[src/rtl/alu_exec_unit_pkg.sv]
// Shared types for the execute-stage ALU unit.
// Opcodes, operand sources, NZCV status and FSM state.
package alu_exec_unit_pkg;

  typedef enum logic [3:0] {
    ALU_ADD = 4'd0,
    ALU_SUB = 4'd1,
    ALU_AND = 4'd2,
    ALU_ORR = 4'd3,
    ALU_EOR = 4'd4,
    ALU_MOV = 4'd5
  } alu_control_signal;

  typedef enum logic [2:0] {
    FROM_REG         = 3'd0,
    FROM_IMM         = 3'd1,
    FROM_ZERO        = 3'd2,
    FROM_ACCUMULATOR = 3'd3
  } alu_input_source;

  typedef struct packed {
    logic n;
    logic z;
    logic c;
    logic v;
  } status_register;

  typedef enum logic [1:0] {
    IDLE    = 2'd0,
    MUL_RUN = 2'd1,
    DONE    = 2'd2
  } alu_exec_state;

endpackage

[src/rtl/alu_core.sv]
// Combinational ALU core for single-cycle ops.
// Produces the result and a full NZCV set; SUB carry is ARM-style no-borrow.
module alu_core
  import alu_exec_unit_pkg::*;
#(
  parameter int WIDTH = 32
) (
  input  logic [WIDTH-1:0] a,
  input  logic [WIDTH-1:0] b,
  input  alu_control_signal ctrl,
  output logic [WIDTH-1:0] result,
  output status_register   flags
);

  logic [WIDTH:0] add_s;
  logic [WIDTH:0] sub_s;

  assign add_s = {1'b0, a} + {1'b0, b};
  assign sub_s = {1'b0, a} + {1'b0, ~b}
               + (WIDTH+1)'(1);

  always_comb begin
    result  = '0;
    flags   = '0;
    unique case (ctrl)
      ALU_ADD: begin
        result  = add_s[WIDTH-1:0];
        flags.c = add_s[WIDTH];
        flags.v = (a[WIDTH-1] == b[WIDTH-1])
                & (result[WIDTH-1] != a[WIDTH-1]);
      end
      ALU_SUB: begin
        result  = sub_s[WIDTH-1:0];
        flags.c = sub_s[WIDTH];
        flags.v = (a[WIDTH-1] != b[WIDTH-1])
                & (result[WIDTH-1] != a[WIDTH-1]);
      end
      ALU_AND: result = a & b;
      ALU_ORR: result = a | b;
      ALU_EOR: result = a ^ b;
      ALU_MOV: result = b;
      default: result = '0;
    endcase
    flags.n = result[WIDTH-1];
    flags.z = (result == '0);
  end

endmodule

[src/rtl/alu_iter_mul.sv]
// Iterative radix-2^BITS shift-add multiplier, low WIDTH bits of product.
// start reloads operands at any time; done marks the final iteration cycle.
module alu_iter_mul #(
  parameter int WIDTH = 32,
  parameter int BITS  = 2
) (
  input  logic             clk,
  input  logic             rst_n,
  input  logic             start,
  input  logic [WIDTH-1:0] a,
  input  logic [WIDTH-1:0] b,
  output logic             done,
  output logic [WIDTH-1:0] product
);

  localparam int N  = WIDTH / BITS;
  localparam int CW = $clog2(N + 1);

  logic             run;
  logic [CW-1:0]    cnt;
  logic [WIDTH-1:0] mcand;
  logic [WIDTH-1:0] mplier;
  logic [WIDTH-1:0] prod;
  logic [BITS-1:0]  digit;

  assign digit = mplier[BITS-1:0];

  always_ff @(posedge clk or negedge rst_n) begin
    if (!rst_n) begin
      run    <= 1'b0;
      cnt    <= '0;
      mcand  <= '0;
      mplier <= '0;
      prod   <= '0;
    end else if (start) begin
      run    <= 1'b1;
      cnt    <= CW'(N);
      mcand  <= a;
      mplier <= b;
      prod   <= '0;
    end else if (run) begin
      // bits shifted out of mcand are above WIDTH and never needed
      prod   <= prod + mcand * WIDTH'(digit);
      mcand  <= mcand << BITS;
      mplier <= mplier >> BITS;
      cnt    <= cnt - CW'(1);
      if (cnt == CW'(1)) run <= 1'b0;
    end
  end

  assign done    = run && (cnt == CW'(1));
  assign product = prod;

endmodule

[src/rtl/alu_exec_unit.sv]
// Execute-stage ALU: operand mux, handshake, multiply FSM, NZCV commit.
// Multiply results are presented in DONE and committed unless flushed.
module alu_exec_unit
  import alu_exec_unit_pkg::*;
#(
  parameter int WIDTH        = 32,
  parameter int MUL_BITS_PER = 2
) (
  input  logic              clk_i,
  input  logic              rst_n_i,
  input  logic              valid_i,
  output logic              ready_o,
  input  logic              flush_i,
  input  logic              is_mul_i,
  input  alu_control_signal alu_ctrl_sig_i,
  input  logic              update_flag_i,
  input  alu_input_source   src1_sel_i,
  input  alu_input_source   src2_sel_i,
  input  logic [WIDTH-1:0]  reg_data_1_i,
  input  logic [WIDTH-1:0]  reg_data_2_i,
  input  logic [WIDTH-1:0]  accumulator_i,
  input  logic [WIDTH-1:0]  immediate_i,
  output logic              valid_o,
  output logic [WIDTH-1:0]  alu_result_o,
  output status_register    status_reg_o,
  output logic              busy_o
);

  alu_exec_state    state;
  logic [WIDTH-1:0] op1;
  logic [WIDTH-1:0] op2;
  logic [WIDTH-1:0] core_res;
  status_register   core_flags;
  logic [WIDTH-1:0] mul_prod;
  logic             mul_done;
  status_register   mul_flags;
  logic [WIDTH-1:0] result_q;
  status_register   status_q;
  logic             valid_q;
  logic             upd_q;
  logic             accept;
  logic             done_ok;

  always_comb begin
    op1 = '0;
    case (src1_sel_i)
      FROM_REG:         op1 = reg_data_1_i;
      FROM_IMM:         op1 = immediate_i;
      FROM_ZERO:        op1 = '0;
      FROM_ACCUMULATOR: op1 = accumulator_i;
      default:          op1 = '0;
    endcase
  end

  always_comb begin
    op2 = '0;
    case (src2_sel_i)
      FROM_REG:         op2 = reg_data_2_i;
      FROM_IMM:         op2 = immediate_i;
      FROM_ZERO:        op2 = '0;
      FROM_ACCUMULATOR: op2 = accumulator_i;
      default:          op2 = '0;
    endcase
  end

  alu_core #(
    .WIDTH (WIDTH)
  ) u_core (
    .a      (op1),
    .b      (op2),
    .ctrl   (alu_ctrl_sig_i),
    .result (core_res),
    .flags  (core_flags)
  );

  assign ready_o = (state == IDLE);
  assign busy_o  = (state != IDLE);
  assign accept  = valid_i && ready_o && !flush_i;

  alu_iter_mul #(
    .WIDTH (WIDTH),
    .BITS  (MUL_BITS_PER)
  ) u_mul (
    .clk     (clk_i),
    .rst_n   (rst_n_i),
    .start   (accept && is_mul_i),
    .a       (op1),
    .b       (op2),
    .done    (mul_done),
    .product (mul_prod)
  );

  // MULS only touches N and Z
  always_comb begin
    mul_flags   = status_q;
    mul_flags.n = mul_prod[WIDTH-1];
    mul_flags.z = (mul_prod == '0);
  end

  always_ff @(posedge clk_i or negedge rst_n_i) begin
    if (!rst_n_i) begin
      state    <= IDLE;
      result_q <= '0;
      status_q <= '0;
      valid_q  <= 1'b0;
      upd_q    <= 1'b0;
    end else begin
      valid_q <= 1'b0;
      case (state)
        IDLE: begin
          if (accept) begin
            if (is_mul_i) begin
              state <= MUL_RUN;
              upd_q <= update_flag_i;
            end else begin
              result_q <= core_res;
              valid_q  <= 1'b1;
              if (update_flag_i) status_q <= core_flags;
            end
          end
        end
        MUL_RUN: begin
          if (flush_i)       state <= IDLE;
          else if (mul_done) state <= DONE;
        end
        DONE: begin
          state <= IDLE;
          if (!flush_i) begin
            result_q <= mul_prod;
            if (upd_q) status_q <= mul_flags;
          end
        end
        default: state <= IDLE;
      endcase
    end
  end

  assign done_ok      = (state == DONE) && !flush_i;
  assign valid_o      = valid_q || done_ok;
  assign alu_result_o = done_ok ? mul_prod : result_q;
  assign status_reg_o = (done_ok && upd_q) ? mul_flags
                                           : status_q;

endmodule
[config.mk]
export PLATFORM = sky130hd
export DESIGN_NAME = alu_exec_unit
export DESIGN_NICKNAME = d
export VERILOG_FILES = /design/src/rtl/alu_exec_unit_pkg.sv /design/src/rtl/alu_core.sv /design/src/rtl/alu_iter_mul.sv /design/src/rtl/alu_exec_unit.sv
export SDC_FILE = /design/constraint.sdc
export NUM_CORES = 1
export LEC_CHECK = 0
export BUFFER_PORTS_ARGS = -buffer_cell sky130_fd_sc_hd__buf_2
export CAP_MARGIN = 20
export CELL_PAD_IN_SITES_DETAIL_PLACEMENT = 1
export CELL_PAD_IN_SITES_GLOBAL_PLACEMENT = 1
export CORE_MARGIN = 2
export CORE_UTILIZATION = 40
export CTS_BUF_LIST = sky130_fd_sc_hd__clkbuf_16
export DETAILED_ROUTE_END_ITERATION = 7
export PLACE_DENSITY_LB_ADDON = 0.1
export SLEW_MARGIN = 5
export SYNTH_ARGS = -nofsm -noshare
export SYNTH_HDL_FRONTEND = slang
export SYNTH_SLANG_ARGS = --single-unit
[constraint.sdc]
create_clock -name clk_i -period 5.09 [get_ports clk_i]
set_input_delay 0.509 -clock clk_i [delete_from_list [all_inputs] [get_ports clk_i]]
set_output_delay 0.509 -clock clk_i [all_outputs]
set_load 0.005 [all_outputs]
# After elaboration in Yosys (flattened, before gate mapping)
# Cells that the tools add are included.
[word_totals] regBits=142 input_bits=144 output_inout_bits=39 word_cells=107
[classes] n_addsub=5 n_mul=1 n_eq_ne=23 n_mux=35 bitwise_logic=8 n_reduce_logical=22
[ops] cell="$mux 32" count=10
[ops] cell="$pmux 32 s3" count=2
[ops] cell="$pmux 32 s6" count=1
[ops] cell="$add 32x32->33" count=2
[ops] cell="$logic_not 32->1" count=2
[ops] cell="$pmux 32 s2" count=1
[ops] cell="$add 33x1->33 const B" count=1
[ops] cell="$add 32x32->32" count=1
[ops] cell="$and 32x32->32" count=1
[ops] cell="$mul 32x2->32" count=1
[ops] cell="$not 32->32" count=1
[ops] cell="$or 32x32->32" count=1
[ops] cell="$xor 32x32->32" count=1
[ops] cell="$mux 4" count=6
[ops] cell="$mux 5" count=2
[ops] cell="$eq 4x2->1 const B" count=2
[ops] cell="$eq 4x3->1 const B" count=2
[ops] cell="$mux 2" count=4
[ops] cell="$pmux 2 s2" count=2
[ops] cell="$pmux 4 s2" count=1
[ops] cell="$eq 3x1->1 const B" count=2
[ops] cell="$eq 3x2->1 const B" count=2
[ops] cell="$logic_and 1x1->1" count=6
[ops] cell="$logic_not 3->1" count=2
[ops] cell="other kinds (22)" count=38

# Longest topological paths before layout
# Gate-level depths: netlist (run 1).
[logic_depth] word_depth=12 ltp_mapped=24 depth_no_buf=20

# Modules after synthesis
# A second synthesis (run 1) with hierarchy kept.
[hier_totals] cells_unflattened=2181 hier_area_um2=17036.3
[by_module_without_submodules] module="alu_iter_mul" instances=1 cells_per_inst=833 area_each_um2=7292.0
[by_module_without_submodules] module="alu_core" instances=1 cells_per_inst=864 area_each_um2=5796.8
[by_module_without_submodules] module="alu_exec_unit" instances=1 cells_per_inst=484 area_each_um2=3947.5

# Worst setup path before layout (run 1)
# OpenSTA, ideal clock, no wires.
[synth_timing] kind="input to register" startpoint="input src1_sel_i[1]" endpoint="register status_q[2] (netlist bit)" arrival_ns=5.123 setup_slack_ns=-0.125 cell_stages=23 path_buffers=4 path_cell_list="buf_2 -> buf_4 -> buf_4 -> clkbuf_1 -> mux2_2 -> a22oi_1 -> nor2_1 -> inv_1 -> ha_1 -> and2_1 -> a221oi_1 -> a211oi_1 -> o311ai_2 -> a211oi_2 -> o31ai_1 -> o2bb2ai_1 -> mux2i_1 -> o211ai_1 -> nor4_1 -> nand4b_1 -> nor4_1 -> nand4_1 -> o31ai_2"
[synth_via] elab_chain_len=10
[synth_rtl] item="start, declared" line_no="alu_exec_unit.sv:17" text="input alu_input_source src1_sel_i,"
[synth_rtl] item="$eq 3x2->1 (tied with other cells)" line_no="alu_exec_unit.sv:46" text="case (src1_sel_i)"
[synth_rtl] item="$pmux 32 s3 (*)" line_no="alu_exec_unit.sv:46"
[synth_rtl] item="$add 32x32->33" line_no="alu_core.sv:19" text="assign sub_s = {1'b0, a} + {1'b0, ~b}"
[synth_rtl] item="$add 33x1->33" line_no="alu_core.sv:20" text="+ (WIDTH+1)'(1);"
[synth_rtl] item="$pmux 32 s6 (*)" line_no="alu_core.sv:25" text="unique case (ctrl)"
[synth_rtl] item="$logic_not 32->1 (*)" line_no="alu_core.sv:45" text="flags.z = (result == '0);"
[synth_rtl] item="$mux 4 (*)" line_no="alu_exec_unit.sv:118" text="if (update_flag_i) status_q <= core_flags;"
[synth_rtl] item="$mux 4 (*)" line_no="alu_exec_unit.sv:112" text="if (is_mul_i) begin"
[synth_rtl] item="$mux 4 (*)" line_no="alu_exec_unit.sv:111" text="if (accept) begin"
[synth_rtl] item="$pmux 4 s2 (*)" line_no="alu_exec_unit.sv:109" text="case (state)"
[synth_rtl] item="end signal, assigned" line_no="alu_exec_unit.sv:118"
[synth_rtl] item="end signal, assigned" line_no="alu_exec_unit.sv:130" text="if (upd_q) status_q <= mul_flags;"
[synth_rtl] item="end, declared" line_no="alu_exec_unit.sv:38" text="status_register status_q;"
# Mark *: on every way between the ends. The rest lies on a longest branch, timed or not. The select of a mux whose other input is x is not followed.
# A chain may end at the register's enable or synchronous reset.

# Final worst setup path (run 1)
[layout_timing] startpoint="register u_mul.mplier[0]" endpoint="register u_mul.prod[31] (netlist: u_mul.product[31])"
[layout_via] elab_chain_len=4
[layout_rtl] item="start, declared" line_no="alu_iter_mul.sv:22" text="logic [WIDTH-1:0] mplier;"
[layout_rtl] item="start signal, assigned" line_no="alu_iter_mul.sv:45" text="mplier <= mplier >> BITS;"
[layout_rtl] item="$mul 32x2->32" line_no="alu_iter_mul.sv:43" text="prod <= prod + mcand * WIDTH'(digit);"
[layout_rtl] item="$add 32x32->32" line_no="alu_iter_mul.sv:43"
[layout_rtl] item="$mux 32" line_no="alu_iter_mul.sv:41" text="end else if (run) begin"
[layout_rtl] item="$mux 32" line_no="alu_iter_mul.sv:35" text="end else if (start) begin"
[layout_rtl] item="end signal, assigned" line_no="alu_iter_mul.sv:43"
[layout_rtl] item="end, declared" line_no="alu_iter_mul.sv:23" text="logic [WIDTH-1:0] prod;"
# No other way between the ends. The select of a mux whose other input is x is not followed.

==> Implementation_results.wiki, run 1 <==
{| class="wikitable"
! Metric !! Value
|-
| Most frequent cells after synthesis || 214 x nand2_1, 196 x inv_1, 183 x nor2_1
|-
| WHS || around 0.17 ns
|-
| Start-to-end type of the worst setup path || flop to flop
|-
| Total detailed-routing wirelength || approximately 66000 µm
|-
| Dominant cells by area after synthesis || dfrtp_1 22%, ha_1 9.1%, mux2i_1 6.1%
|-
| Wire length of the first global-routing pass || approximately 100000 µm
|-
| Design Power || 6.84 mW
|-
| DRC violation total after the first TritonRoute iteration || approximately 1100
|-
| Master of the slowest instance on the critical path || fa_1
|-
| Cell Count Post-Placement || 2899
|-
| Cell type with the highest occurrence count on the critical path || a21oi_1
|-
| Cell accounting for the most synthesized area || dfrtp_1
|-
| Number of iterations in the first detailed-routing pass || 5
|-
| Count of distinct cell types in the synthesized netlist || approximately 80
|-
| # rows || 73
|-
| Time the final worst path needs with I/O delays and setup || approximately 4.9 ns
|-
| Largest net degree at the start of global routing || just under 100
|-
| Worst VDD drop || 0.000215 V
|-
| CP max FO || 5
|-
| CP bufs+invs || 3
|-
| Synthesized netlist net count || about 2400
|-
| Final instance area || between 15000 and 20000 µm²
|-
| Number of synthesized flops with an enable pin || 0
|-
| Achievable clock frequency || 0.205 GHz
|-
| ANT nets after route || 0
|-
| Routed length per placed instance || between 20 and 25 µm
|-
| Share of the synthesized area in the top cell type || around 22%
|-
| Worst hold-check path type || input pin to async pin
|-
| Number of nets in the finished design || 2687
|-
| Max incr delay on CP || ~0.51 ns
|-
| Clock Tree Root || clkbuf_16
|-
| GRT Residual Overflow || 0
|-
| Number of CTS-inserted buffers || 17
|-
| Share of cells above drive strength 1 || approximately a quarter
|-
| Number of global-route vias before repair || 17400
|-
| Synthesis Warnings || 0
|-
| Pwr per Cell Area || roughly 350 nW/µm²
|-
| Setup violation total in the final timing report || 0
|-
| Dominant cell by count in the synthesized netlist || nand2_1
|-
| Placement Setup Slack || -0.361 ns
|-
| Clock-pin transition on the worst setup and hold timing paths || around 0.070 ns
|-
| Sink count of the clock tree || ~140
|-
| Number of fill cells || ~5000
|-
| Post-synthesis sequential area ratio || 22.2%
|-
| Die span in x || approximately 200 µm
|-
| H-tree depth || 4
|-
| Gate count of the mapped netlist || 2061
|-
| Max-slew headroom || 26.7%
|-
| Final Instance Count excl. Fillers || around 2900
|-
| Run status || complete, no violations
|-
| Max-cap check violation count || 0
|-
| Placeable core region || ~40000 µm²
|-
| Total die area || ~42000 µm²
|-
| Startpoint type of the worst setup path || flop
|-
| Clock tree buffer depth || 2
|-
| Setup bufs post-CTS || 0
|-
| Hold violation total from the final report || 0
|-
| Latest clock arrival within the worst-skew pair || about 0.47 ns
|-
| Drc violations || 0
|-
| Final Wtd Congestion || around 0.96
|-
| Worst Tran Pin Value || around 1.1 ns
|-
| Diodes inserted || 0
|-
| Clock Skews || 0.0184 ns
|-
| Leakage power summed over all cells || about 9.8 nW
|-
| Instance area at placement || between 15000 and 20000 µm²
|-
| Smallest setup slack after layout || 0.219 ns
|-
| Max-slew violation count || 0
|-
| Number of buffers inserted by hold repair at cts || 0
|-
| Effective utilization at floorplan || slightly above 40%
|-
| Clock tree from TritonCTS || yes
|-
| Arrival time of the worst setup path || 5.18 ns
|-
| Quantity of I/O buffers inserted on ports || about 180
|-
| Fin util || between 40% and 50%
|-
| Mean area per synthesized cell || 7.78 µm²
|-
| Placed wire-length estimate after detailed placement || between 50000 and 60000 µm
|-
| Setup TNS || 0 ns
|-
| Number of antenna violations at the first check in global routing || 1
|-
| Die Span Y || just over 200 µm
|-
| Fin crit share || 95.7%
|-
| Layout Area Growth over Synthesis || 23.1%
|-
| Top-level I/O count || around 180
|-
| Crit path max-delay family || compound AO/OA/AOI/OAI gates
|-
| Synth async-reset ratio || 100%
|-
| Flops & latches, synth || about 140
|-
| GRT Total Usage || about a third
|-
| Required time of the worst setup path || between 5 and 6 ns
|-
| Total number of vias || between 15000 and 20000
|-
| Cell Chain, Critical Path || nand2_1, fa_1, inv_1, ha_1, fa_1, a21o_1, a21oi_1, o21bai_1, a21oi_1, o21bai_1, a31oi_1, buf_4, a211o_1, a31oi_1, a21oi_1, mux2_2, a2111oi_2, buf_4, xor2_1, nor2_1
|-
| Drt via density || ~5.7
|-
| Most used flip-flop cell after synthesis || dfrtp_1
|-
| Critical path capture point type || flop
|-
| Area of the mapped netlist || between 15000 and 20000 µm²
|}
==> timing repair <==
action	in CTS	in global routing
gates resized for setup	0	14
hold endpoints to repair	0	0
setup endpoints to repair	0	9
==> registers in the layout, indices dropped and copies added, names as in the netlist, 2 cells and up <==
| signal | flops |
|---|---|
| u_mul.cnt | 5 |
| state | 2 |
| status_q | 2 |
| u_mul.mcand | 32 |
| u_mul.product | 32 |
| result_q | 32 |
| mul_flags | 2 |
| u_mul.mplier | 32 |
==> path summary, 6_finish.rpt <==
kind,start,endpoint,slack (ns),depth (start not counted)
setup / recovery,u_mul.mplier[0]$_DFFE_PN0P_,u_mul.product[31]$_DFFE_PN0P_,0.22,20
hold / removal,rst_n_i,u_mul.product[3]$_DFFE_PN0P_,0.17,1
setup reg to reg,u_mul.mplier[0]$_DFFE_PN0P_,u_mul.product[31]$_DFFE_PN0P_,0.22,20
hold reg to reg,result_q[30]$_DFFE_PN0P_,result_q[30]$_DFFE_PN0P_,0.48,1
max in group asynchronous,rst_n_i,u_mul.mcand[10]$_DFFE_PN0P_,3.70,2
min in group clk_i,update_flag_i,upd_q$_DFFE_PN0P_,0.32,3
==> where the power goes <==
group | leakage [nW] | internal [mW] | switching, mW
clock network | 0.289 | 0.808 | 0.551
logic | 7.62 | 1.52 | 2.03
registers | 1.86 | 1.51 | 0.422
total | 9.77 | 3.84 | 3.00
==> cell families (layout without fill, tap and decap cells) <==
kind of cell             after synthesis  count (layout)  synth area share, %
XOR/XNOR                              54              54                 2.95
multiplexers                         178             178                 11.8
adder cells (fa/ha/maj)              149             149                 13.2
buffers and inverters                331             676                 8.12
AO/OA/AOI/OAI                        586             586                 24.0
AND/OR/NAND/NOR                      621             621                 17.9
flip-flops                           142             142                 22.2
==> cell type report <==
type                       instances  area [µm²]  share of cell area (%)
multi-input combinational       1588       11200                    57.0
sequential                       142        3560                    18.0
timing repair buffer             445        2910                    14.8
inverter                         200         751                    3.81
tap                              525         657                    3.33
clock buffer                      17         425                    2.16
clock inverter                    14         176                   0.894
==> routing by layer <==
layer,vias up,global-route usage [%],share of wire (%)
li1,7923,-,-
met1,8265,45.4,48
met2,475,50.9,45
met3,69,4.70,5.5
met4,0,8.10,2.1
met5,-,0,0
==> cell usage in the layout (no fill, tap or decap), types with 26 or more instances in the layout <==
cell      Yosys  final
o21ai_0     154    154
nand2_1     214    214
a211oi_1     31     29
mux2i_1      97     97
dfrtp_1     142    141
a22oi_1      26     26
a21oi_1     155    155
fa_1         33     33
ha_1        116    116
inv_1       196    197
nor3_1       39     39
mux2_2       79     79
nor2b_1      28     27
nor2_1      183    182
buf_2         5    181
buf_4        12    262
nand3_1      29     29
xnor2_1      42     42
a21o_1       26     26
Note: power is estimated with default switching activity, not from simulation.
==> run 2: changes to the inputs <==
==> constraint.sdc (replaced) <==
create_clock -name clk_i -period 6.05 [get_ports clk_i]
set_input_delay 0.605 -clock clk_i [delete_from_list [all_inputs] [get_ports clk_i]]
set_output_delay 0.605 -clock clk_i [all_outputs]
set_load 0.005 [all_outputs]
==> run 2 against run 1 <==
Compared with the run above:
- flip-flop and latch count did not move
- clock skew fell by 0.0084 ns
- wire length fell by 1.6%
- combinational power fell by 21%
- utilization fell by 3.6 points
- cell count fell by 6.1%
- critical endpoint is now status_q[2]$_DFFE_PN0P_
- setup slack improved by 0.23 ns
- sequential power fell by 15%
==> Implementation_results.wiki, run 2 (synthesis results as in run 1) <==
{| class="wikitable"
! Metric !! Value
|-
| Run status || complete, no violations
|-
| Time the final worst path needs with I/O delays and setup || 5.60 ns
|-
| Max-slew violation count || 0
|-
| Final Wtd Congestion || 0.965
|-
| Hold violation total from the final report || 0
|-
| Start-to-end type of the worst setup path || input pin to flop
|-
| Drc violations || 0
|-
| Final instance area || around 18000 µm²
|-
| Instance area at placement || roughly 18000 µm²
|-
| Wire length of the first global-routing pass || a little over 100000 µm
|-
| Achievable clock frequency || about 0.18 GHz
|-
| Number of buffers inserted by hold repair at cts || 0
|-
| Reg2reg path depth || 18
|-
| Share of cells above drive strength 1 || approximately 18%
|-
| Effective utilization at floorplan || between 40% and 50%
|-
| Top-level I/O count || about 180
|-
| Total die area || approximately 42000 µm²
|-
| Max incr delay on CP || between 0.5 and 0.6 ns
|-
| Unrepaired setup endpoints after global routing || false
|-
| Cell Chain, Critical Path || buf_2, mux2_2, a22oi_1, nor2_1, inv_1, ha_1, and2_1, a221oi_1, o2bb2ai_1, o21a_1, o2111a_1, o211a_1, a211oi_1, o21ai_0, a21oi_1, mux2i_1, o211ai_1, nor4_1, nand4_1, o31ai_2
|-
| Placed wire-length estimate after detailed placement || a little over 50000 µm
|-
| RR Startpoint || u_mul.product[1]$_DFFE_PN0P_
|-
| Required time of the worst setup path || roughly 6.4 ns
|-
| H-tree depth || 4
|-
| Flop-to-flop setup slack || 0.85 ns
|-
| Worst Tran Pin Value || around 1.1 ns
|-
| Arrival time of the worst setup path || between 5 and 6 ns
|-
| Die Span Y || 204 µm
|-
| Commonest cells after routing, fill and taps aside || 214 x nand2_1, 198 x inv_1, 182 x nor2_1, 182 x buf_2, 155 x a21oi_1
|-
| Placement Setup Slack || between 0.09 and 0.1 ns
|-
| Max-cap check violation count || 0
|-
| Number of antenna violations at the first check in global routing || 0
|-
| Master of the slowest instance on the critical path || a221oi_1
|-
| Clock-pin transition on the worst setup and hold timing paths || approximately 0.070 ns
|-
| Design Power || 5.51 mW
|-
| Smallest setup slack after layout || between 0.4 and 0.5 ns
|-
| R2R Path End || u_mul.product[31]$_DFFE_PN0P_
|-
| Fin crit share || between 90% and 100%
|-
| Startpoint type of the worst setup path || input pin
|-
| Number of nets in the finished design || about 2500
|-
| Setup TNS || 0 ns
|-
| Setup violation total in the final timing report || 0
|-
| Number of iterations in the first detailed-routing pass || 7
|-
| Layout Area Growth over Synthesis || 14.2%
|-
| Pwr per Cell Area || between 300 and 400 nW/µm²
|-
| Most frequent standard cell in the layout excluding fill and tap cells || nand2_1
|-
| Sink count of the clock tree || around 140
|-
| GRT Total Usage || 31.6%
|-
| Worst VDD drop || roughly 0.00019 V
|-
| Placeable core region || 39600 µm²
|-
| Leakage power summed over all cells || around 8.9 nW
|-
| Clock tree buffer depth || 2
|-
| # rows || 73
|-
| Clock Tree Root || clkbuf_16
|-
| Clock tree from TritonCTS || yes
|-
| Latest clock arrival within the worst-skew pair || about 0.47 ns
|-
| Clock Skews || roughly 0.01 ns
|-
| Number of global-route vias before repair || roughly 17000
|-
| Total detailed-routing wirelength || roughly 65000 µm
|-
| Drt via density || between 5 and 6
|-
| Die span in x || 204 µm
|-
| Critical path capture point type || flop
|-
| Routed length per placed instance || approximately 24 µm
|-
| Number of CTS-inserted buffers || 17
|-
| DRC violation total after the first TritonRoute iteration || 1112
|-
| Largest net degree at the start of global routing || 93
|-
| Fin util || around 46%
|-
| Total number of vias || roughly 16000
|-
| Count of cells resized by post-cts repair || 0
|-
| CP max FO || 15
|-
| Worst hold-check path type || input pin to async pin
|-
| GRT Residual Overflow || 0
|-
| Max-slew headroom || ~28%
|-
| Quantity of I/O buffers inserted on ports || between 150 and 200
|-
| Setup bufs post-CTS || 0
|-
| ANT nets after route || 0
|}
run 2: layout make-up:
cell class	count	area [µm²]
multi-input combinational	1588	11200
sequential	142	3560
timing repair buffer	263	1570
antenna	1	2.50
clock buffer	17	425
clock inverter	15	148
fill	4958	21300
tap	525	657
inverter	200	751
run 2: worst max-delay path by stage:
stage                         endpoint  slack (ns)          start
6_report       status_q[2]$_DFFE_PN0P_        0.45  src1_sel_i[1]
3_5_place_dp   status_q[2]$_DFFE_PN0P_         0.1  src1_sel_i[1]
2_1_floorplan  status_q[2]$_DFFE_PN0P_        0.74  src1_sel_i[1]
4_1_cts        status_q[2]$_DFFE_PN0P_        0.59  src1_sel_i[1]
3_3_place_gp   status_q[2]$_DFFE_PN0P_        0.18  src1_sel_i[1]
5_1_grt        status_q[2]$_DFFE_PN0P_        0.02  src1_sel_i[1]
run 2: critical path: cells and delay by family:
family / cells / cell delay [ns]
buffers and inverters: 2 / 0.39
muxes: 2 / 0.62
and+or+nand+nor: 4 / 0.87
adders and majority gates: 1 / 0.32
AOI/OAI and AO/OA: 11 / 3.16
run 2: per-stage QoR:
stage                     cells  hold slack, ns
final                      2751           0.208
after global routing       2750           0.283
after CTS                  2750           0.256
after detailed placement   2718           0.463
after global placement     2717           0.457
after floorplan            2061           0.309
run 2: metal layers:
| metal | part of all wire, % | track usage [%] | vias up |
|---|---|---|---|
| met5 | 0 | 0 | - |
| met4 | 2.1 | 8.07 | 0 |
| met3 | 5.7 | 5.21 | 61 |
| met2 | 45 | 50.3 | 494 |
| met1 | 48 | 44.4 | 8055 |
| li1 | - | - | 7556 |
run 2: power by group:
group,switching [mW],internal (mW)
registers,0.368,1.27
clock network,0.485,0.604
logic,1.64,1.14
